--- src/rtl/com_to_in.sv ---
// com_to_in: oversampling serial receiver for the host COM line.
// Frame: start(0), 8 data bits LSB first, optional even parity bit, stop(1).
// Parity support is compiled in with `define COM_RX_PARITY_EN; without it the
// frame is start + 8 data + stop and parErr is held at 0.
// All protocol state advances only on clk edges where enable is high; the
// input synchronizer and the isReady pulse run on every clk.
`timescale 1ns/1ps

module com_to_in #(
  parameter int unsigned OVERSAMPLE = 16
) (
  input  logic       clk,
  input  logic       reset,
  input  logic       enable,
  input  logic       rx,
  output logic [7:0] data,
  output logic       isReady,
  output logic       parErr,
  output logic       frameErr
);

  localparam int unsigned CW = (OVERSAMPLE > 2) ? $clog2(OVERSAMPLE) : 1;
  // Tick on which the start bit is re-checked (its mid-point).
  localparam logic [CW-1:0] HALF_LAST = CW'(OVERSAMPLE / 2 - 1);
  // Tick on which every later bit is sampled (one full bit after the last).
  localparam logic [CW-1:0] BIT_LAST  = CW'(OVERSAMPLE - 1);

  typedef enum logic [2:0] {
    S_IDLE,
    S_START,
    S_DATA,
    S_PARITY,
    S_STOP,
    S_BREAK
  } state_t;

  logic [1:0]    sync_q;
  logic          rxs;

  state_t        state_q,    state_d;
  logic [CW-1:0] cnt_q,      cnt_d;
  logic [2:0]    idx_q,      idx_d;
  logic [7:0]    sh_q,       sh_d;
  logic [7:0]    data_q,     data_d;
  logic          frameerr_q, frameerr_d;
  logic          isready_q,  isready_d;
`ifdef COM_RX_PARITY_EN
  logic          pbit_q,     pbit_d;
  logic          parerr_q,   parerr_d;
`endif

  logic          bit_last;

  assign rxs      = sync_q[1];
  assign bit_last = (cnt_q == BIT_LAST);

  // Two-flop synchronizer for the asynchronous line; idles high out of reset.
  always_ff @(posedge clk or posedge reset) begin
    if (reset) begin
      sync_q <= '1;
    end else begin
      sync_q <= {sync_q[0], rx};
    end
  end

  // Receiver state, counters and output registers.
  always_ff @(posedge clk or posedge reset) begin
    if (reset) begin
      state_q    <= S_IDLE;
      cnt_q      <= '0;
      idx_q      <= '0;
      sh_q       <= '0;
      data_q     <= '0;
      frameerr_q <= 1'b0;
      isready_q  <= 1'b0;
`ifdef COM_RX_PARITY_EN
      pbit_q     <= 1'b0;
      parerr_q   <= 1'b0;
`endif
    end else begin
      state_q    <= state_d;
      cnt_q      <= cnt_d;
      idx_q      <= idx_d;
      sh_q       <= sh_d;
      data_q     <= data_d;
      frameerr_q <= frameerr_d;
      isready_q  <= isready_d;
`ifdef COM_RX_PARITY_EN
      pbit_q     <= pbit_d;
      parerr_q   <= parerr_d;
`endif
    end
  end

  // Next-state logic: deframing sequence, evaluated only on enable ticks.
  // isReady defaults low every clk so the pulse lasts exactly one cycle.
  always_comb begin
    state_d    = state_q;
    cnt_d      = cnt_q;
    idx_d      = idx_q;
    sh_d       = sh_q;
    data_d     = data_q;
    frameerr_d = frameerr_q;
    isready_d  = 1'b0;
`ifdef COM_RX_PARITY_EN
    pbit_d     = pbit_q;
    parerr_d   = parerr_q;
`endif

    if (enable) begin
      unique case (state_q)
        S_IDLE: begin
          if (!rxs) begin
            state_d = S_START;
            cnt_d   = '0;
          end
        end

        S_START: begin
          if (cnt_q == HALF_LAST) begin
            cnt_d = '0;
            if (!rxs) begin
              state_d = S_DATA;
              idx_d   = '0;
            end else begin
              // Glitch shorter than half a bit: not a real start bit.
              state_d = S_IDLE;
            end
          end else begin
            cnt_d = cnt_q + CW'(1);
          end
        end

        S_DATA: begin
          if (bit_last) begin
            sh_d  = {rxs, sh_q[7:1]};
            cnt_d = '0;
            if (idx_q == 3'd7) begin
`ifdef COM_RX_PARITY_EN
              state_d = S_PARITY;
`else
              state_d = S_STOP;
`endif
            end else begin
              idx_d = idx_q + 3'd1;
            end
          end else begin
            cnt_d = cnt_q + CW'(1);
          end
        end

`ifdef COM_RX_PARITY_EN
        S_PARITY: begin
          if (bit_last) begin
            pbit_d  = rxs;
            cnt_d   = '0;
            state_d = S_STOP;
          end else begin
            cnt_d = cnt_q + CW'(1);
          end
        end
`endif

        S_STOP: begin
          if (bit_last) begin
            data_d     = sh_q;
            frameerr_d = ~rxs;
            isready_d  = 1'b1;
`ifdef COM_RX_PARITY_EN
            parerr_d   = (^sh_q) ^ pbit_q;
`endif
            cnt_d      = '0;
            // A low stop bit means the line may be held low (break); wait
            // for it to return high before hunting for the next start bit.
            state_d    = rxs ? S_IDLE : S_BREAK;
          end else begin
            cnt_d = cnt_q + CW'(1);
          end
        end

        S_BREAK: begin
          if (rxs) begin
            state_d = S_IDLE;
          end
        end

        default: begin
          state_d = S_IDLE;
          cnt_d   = '0;
        end
      endcase
    end
  end

  assign data     = data_q;
  assign isReady  = isready_q;
  assign frameErr = frameerr_q;
`ifdef COM_RX_PARITY_EN
  assign parErr   = parerr_q;
`else
  assign parErr   = 1'b0;
`endif

endmodule

--- config.mk ---
export PLATFORM = sky130hd
export DESIGN_NAME = com_to_in
export DESIGN_NICKNAME = d
export VERILOG_FILES = /design/src/rtl/com_to_in.sv
export SDC_FILE = /design/constraint.sdc
export NUM_CORES = 1
export LEC_CHECK = 0
export ABC_AREA = 1
export CAP_MARGIN = 25
export CORE_MARGIN = 1
export CORE_UTILIZATION = 49
export CTS_BUF_LIST = sky130_fd_sc_hd__clkbuf_8 sky130_fd_sc_hd__clkbuf_16
export DETAILED_ROUTE_END_ITERATION = 8
export HOLD_SLACK_MARGIN = 0.05
export MAX_ROUTING_LAYER = met4
export PLACE_DENSITY = 0.72
export SLEW_MARGIN = 20
export SYNTH_ARGS = -nofsm -noshare
export SYNTH_HDL_FRONTEND = slang
export SYNTH_SLANG_ARGS = --single-unit
export TNS_END_PERCENT = 5
--- constraint.sdc ---
create_clock -name clk -period 4.04 [get_ports clk]
set_input_delay 0.808 -clock clk [delete_from_list [all_inputs] [get_ports clk]]
set_output_delay 0.808 -clock clk [all_outputs]
set_load 0.005 [all_outputs]
Word level (Yosys, flattened, before mapping)
Cells that the tools add are included.

Register bits after elaboration: 30. Bits of input ports: 4. Output and inout bits: 11. Word-level logic and storage cells: 56.

Add/sub/neg operators: 2. Eq/ne operators: 15. Mux-type cells: 21. Bitwise gates (word level): 2. Reduce and logical (&&, ||, !) cells: 8.

Operators with widths (number): 2-to-1 mux 3 bit (11); inequality test 2 bit, second input constant (8); case mux 4 bit (4 select lines) (1); case mux 3 bit (5 select lines) (1); 2-to-1 mux 4 bit (3); equality test 3 bit, second input constant (3); AND reduction 3 bit (3); AND reduction 7 bit (1); case mux 3 bit (2 select lines) (1); AND reduction 6 bit (1); adder 4 x 1 -> 4 bit, second input constant (1); equality test 4 x 3 -> 1 bit, second input constant (1); equality test 4 bit, second input constant (1); adder 3 x 1 -> 3 bit, second input constant (1); equality test 3 x 1 -> 1 bit, second input constant (1); equality test 3 x 2 -> 1 bit, second input constant (1); zero test 3 bit (1); 2-to-1 mux 1 bit (3); 2-to-1 mux 2 bit (1); inverter 1 bit (2); nonzero test 2 bit (1); OR reduction 2 bit (1).

Depth between registers and ports, before layout
Word-level depth: 4. Mapped depth: 9.

Worst setup path before layout
OpenSTA, ideal clock, no wires.

Path kind: input -> register. Start: input enable. End: register sh_q[1]. Arrival: 1365 ps. Data required time: 3922 ps. Path slack: 2556 ps. Cell stages on the path: 6. Path buffers: 1. Path through: inv_1 nor2_8 nand2_4 buf_6 nand2_1 o21ai_2.

Cells in the longest elaborated chain, start to end: 1.

RTL lines: start: declaration (RTL line 14) `input logic enable,`; AND reduction 3 bit (no source line); end signal: assignment (RTL line 72) `sh_q <= '0;`; end signal: assignment (RTL line 84) `sh_q <= sh_d;`; end: declaration (RTL line 43) `logic [7:0] sh_q, sh_d;`.

Every way passes these cells. A chain may end at the register's enable or synchronous reset.

Worst setup path after layout
Start: register frameerr_q, in the netlist frameErr. End: output frameErr.

RTL lines: start: declaration (RTL line 45) `logic frameerr_q, frameerr_d;`; start signal: assignment (RTL line 86) `frameerr_q <= frameerr_d;`; end: declaration (RTL line 19) `output logic frameErr`.

No word-level cell between the ends.

==> flow_metrics.tcl <==
set metrics [dict create \
    status "finished, violations left" \
    violations "design-rule violations" \
    insertion_delay_ps 280 \
    yosys-top-cells-count "nand2_1 (50), dfrtp_1 (28), inv_1 (20)" \
    fmax_ghz 0.511 \
    synthFlopType "dfrtp_1" \
    place.gp.congestion 0.909 \
    crit_cells 1 \
    drive_above_1_share 0.205 \
    cpPeakStageDelay_ps 510 \
    yosys_warnings 0 \
    critPathCapture "frameErr" \
    grt_util_all_layers 0.190 \
    initial_core_util 0.530 \
    n_antenna_cell 0 \
    powerDensity_nw_per_um2 515 \
    wl_per_cell_um 11.7 \
    max_slew_margin 0.660 \
    synth_most_common_cell "nand2_1" \
    cap_violations 0 \
    root_buffer "clkbuf_8" \
    final.min_clock_period_ps 1960 \
    synth_area_leaders "dfrtp_1 (47%), nand2_1 (13%), o21ai_2 (9.4%), inv_1 (5.0%), dfstp_2 (3.5%)" \
    port_buffers 13 \
    die_width_um 57.1 \
    worstPathMaxFanout 2 \
    hold_path.class "reg2reg" \
    startpoint "frameErr" \
    p_leak_nw 0.943 \
    numCtsBuffers 5 \
    fp.coreArea_um2 2810 \
    ant_nets 0 \
    reg2reg_from "cnt_q[0]" \
    cts_setup_buffers 0 \
    hold_violations 0 \
    ys_seq_area_frac 0.506 \
    area_delta_synth_final_pct 20.8 \
    synthesis.nets 173 \
    htree_num_levels 2 \
    cts_buffer_depth 2 \
    seq_area_um2 753 \
    crit_family "buffers and inverters" \
    cts.sink_count 30 \
    setup_tns_ps 0 \
    multi_input_area_um2 626 \
    synthCells 166 \
    avgSynthCellArea_um2 8.96 \
    final.period_utilization 0.484 \
    critPathSlowestCell "clkdlybuf4s50_1" \
    ys_seq_elements 30 \
    post_drt_via_cell_ratio 5.04 \
    reg2reg_depth 9 \
    synth_cell_types 22 \
    syn_area_um2 1490 \
    yosysTopAreaCellShare 0.471 \
    clkTransAtPathRegs_ps 70 \
    slew_violations 0 \
    dr_total_vias 1088 \
    ctsHoldBuffers 0 \
    arrival_ps 1150 \
    antenna_found_initial 0 \
    r2r_setup_slack_ps 2580 \
    vdd_drop_max_mv 0.380 \
    placementRows 19 \
    worstPathCellList "clkdlybuf4s50_1" \
    die_h_um 57.1 \
    total_power_mw 0.925 \
    grt-ovfl-total 0 \
    critPathRequiredTime_ps 3230 \
    rsz0062_at_grt "no" \
    worstMarginPinSlew_ps 509 \
    finalNetCount 191 \
    critPathLaunchType "register" \
    endpoint_kind "output port" \
    setup_viol 0 \
    drt_iter0_markers 33 \
    path_buf_inv 1 \
    cts_resized 0 \
    grt_max_degree 21 \
    grt_pass1_vias 1045 \
    synth_edf_count 0 \
    dp_hpwl_um 1800 \
    async_reset_ff_frac 1.00 \
    firstDrtPassIters 6 \
    fill_cells 234 \
    r2r-end "data[0]" \
    die_area_um2 3260 \
    skew_ps 5.73 \
    crit_type "reg2out" \
    drc 6 \
    drt-total-wl_um 2520 \
    cts_tree "built" \
    grt_pass1_wl_um 4440 \
    num_io_pins 15 \
    yosysTopAreaCell "dfrtp_1" \
]
## area by class of cell
type                            instances  area share
Sequential cell                        30       0.419
Inverter                               21      0.0439
Timing Repair Buffer                   14      0.0877
Clock buffer                            6      0.0460
Tap cell                               31      0.0216
Multi-Input combinational cell        112       0.348
Clock inverter                          2      0.0334
## routing by layer
metal	wire length [um]	vias to the layer above	track usage
met5	0	-	-
met4	18	0	0.0906
met3	100	2	0.0816
met2	1210	21	0.281
met1	1180	511	0.224
li1	-	554	-
## logic make-up (layout without fill, tap and decap cells)
| family | Yosys count | count (layout) | share of synthesized area |
|---|---|---|---|
| and+or+nand+nor | 85 | 85 | 0.268 |
| buffers and inverters | 24 | 43 | 0.0732 |
| AOI/OAI and AO/OA | 23 | 23 | 0.124 |
| adders and majority gates | 3 | 3 | 0.0252 |
| other | 1 | 1 | 0.00252 |
| DFF | 30 | 30 | 0.506 |
## worst min-delay path by stage
stage,cells past startpoint,end,from,slack [ps]
finish,0,sync_q[1],sync_q[0],360
global route,0,sync_q[1],sync_q[0],360
CTS,0,sync_q[1],sync_q[0],360
detailed placement,0,sync_q[1],sync_q[0],350
global placement,0,sync_q[1],sync_q[0],350
floorplan,0,sync_q[1],sync_q[0],350
## flip-flops by register name, summed over array words and instances, names as in the netlist
| register | flops |
|---|---|
| data | 8 |
| sh_q | 8 |
| cnt_q | 4 |
| idx_q | 3 |
| state_q | 3 |
| sync_q | 2 |
| frameErr | 1 |
| isReady | 1 |
## where the power goes
part | switching, mW | internal, mW | total (mW)
Sequential | 0.0300 | 0.326 | 0.356
Combinational | 0.129 | 0.0658 | 0.195
Clock | 0.111 | 0.263 | 0.374
## per-stage QoR
stage          setup slack (ps)   util  instances  hold slack (ps)  area [um2]
2_1_floorplan              2560      -        166              345        1490
3_3_place_gp               1940  0.580        207              346        1630
3_5_place_dp               2000  0.590        208              353        1650
4_1_cts                    2070  0.641        216              362        1800
5_1_grt                    2040  0.641        216              363        1800
6_report                   2080  0.641        216              361        1800
## layout by cell type, fill, tap and decap left out, types with 4 or more instances in the layout
| cell type | netlist | routed |
|---|---|---|
| clkbuf_8 | 0 | 6 |
| nor2_1 | 12 | 12 |
| o21ai_2 | 16 | 16 |
| nand3_1 | 9 | 9 |
| dfrtp_1 | 28 | 28 |
| inv_1 | 20 | 20 |
| nand2_1 | 50 | 50 |
| nand3b_1 | 4 | 4 |
| clkdlybuf4s50_1 | 0 | 13 |
No activity file was read; power rests on OpenSTA's default activity.
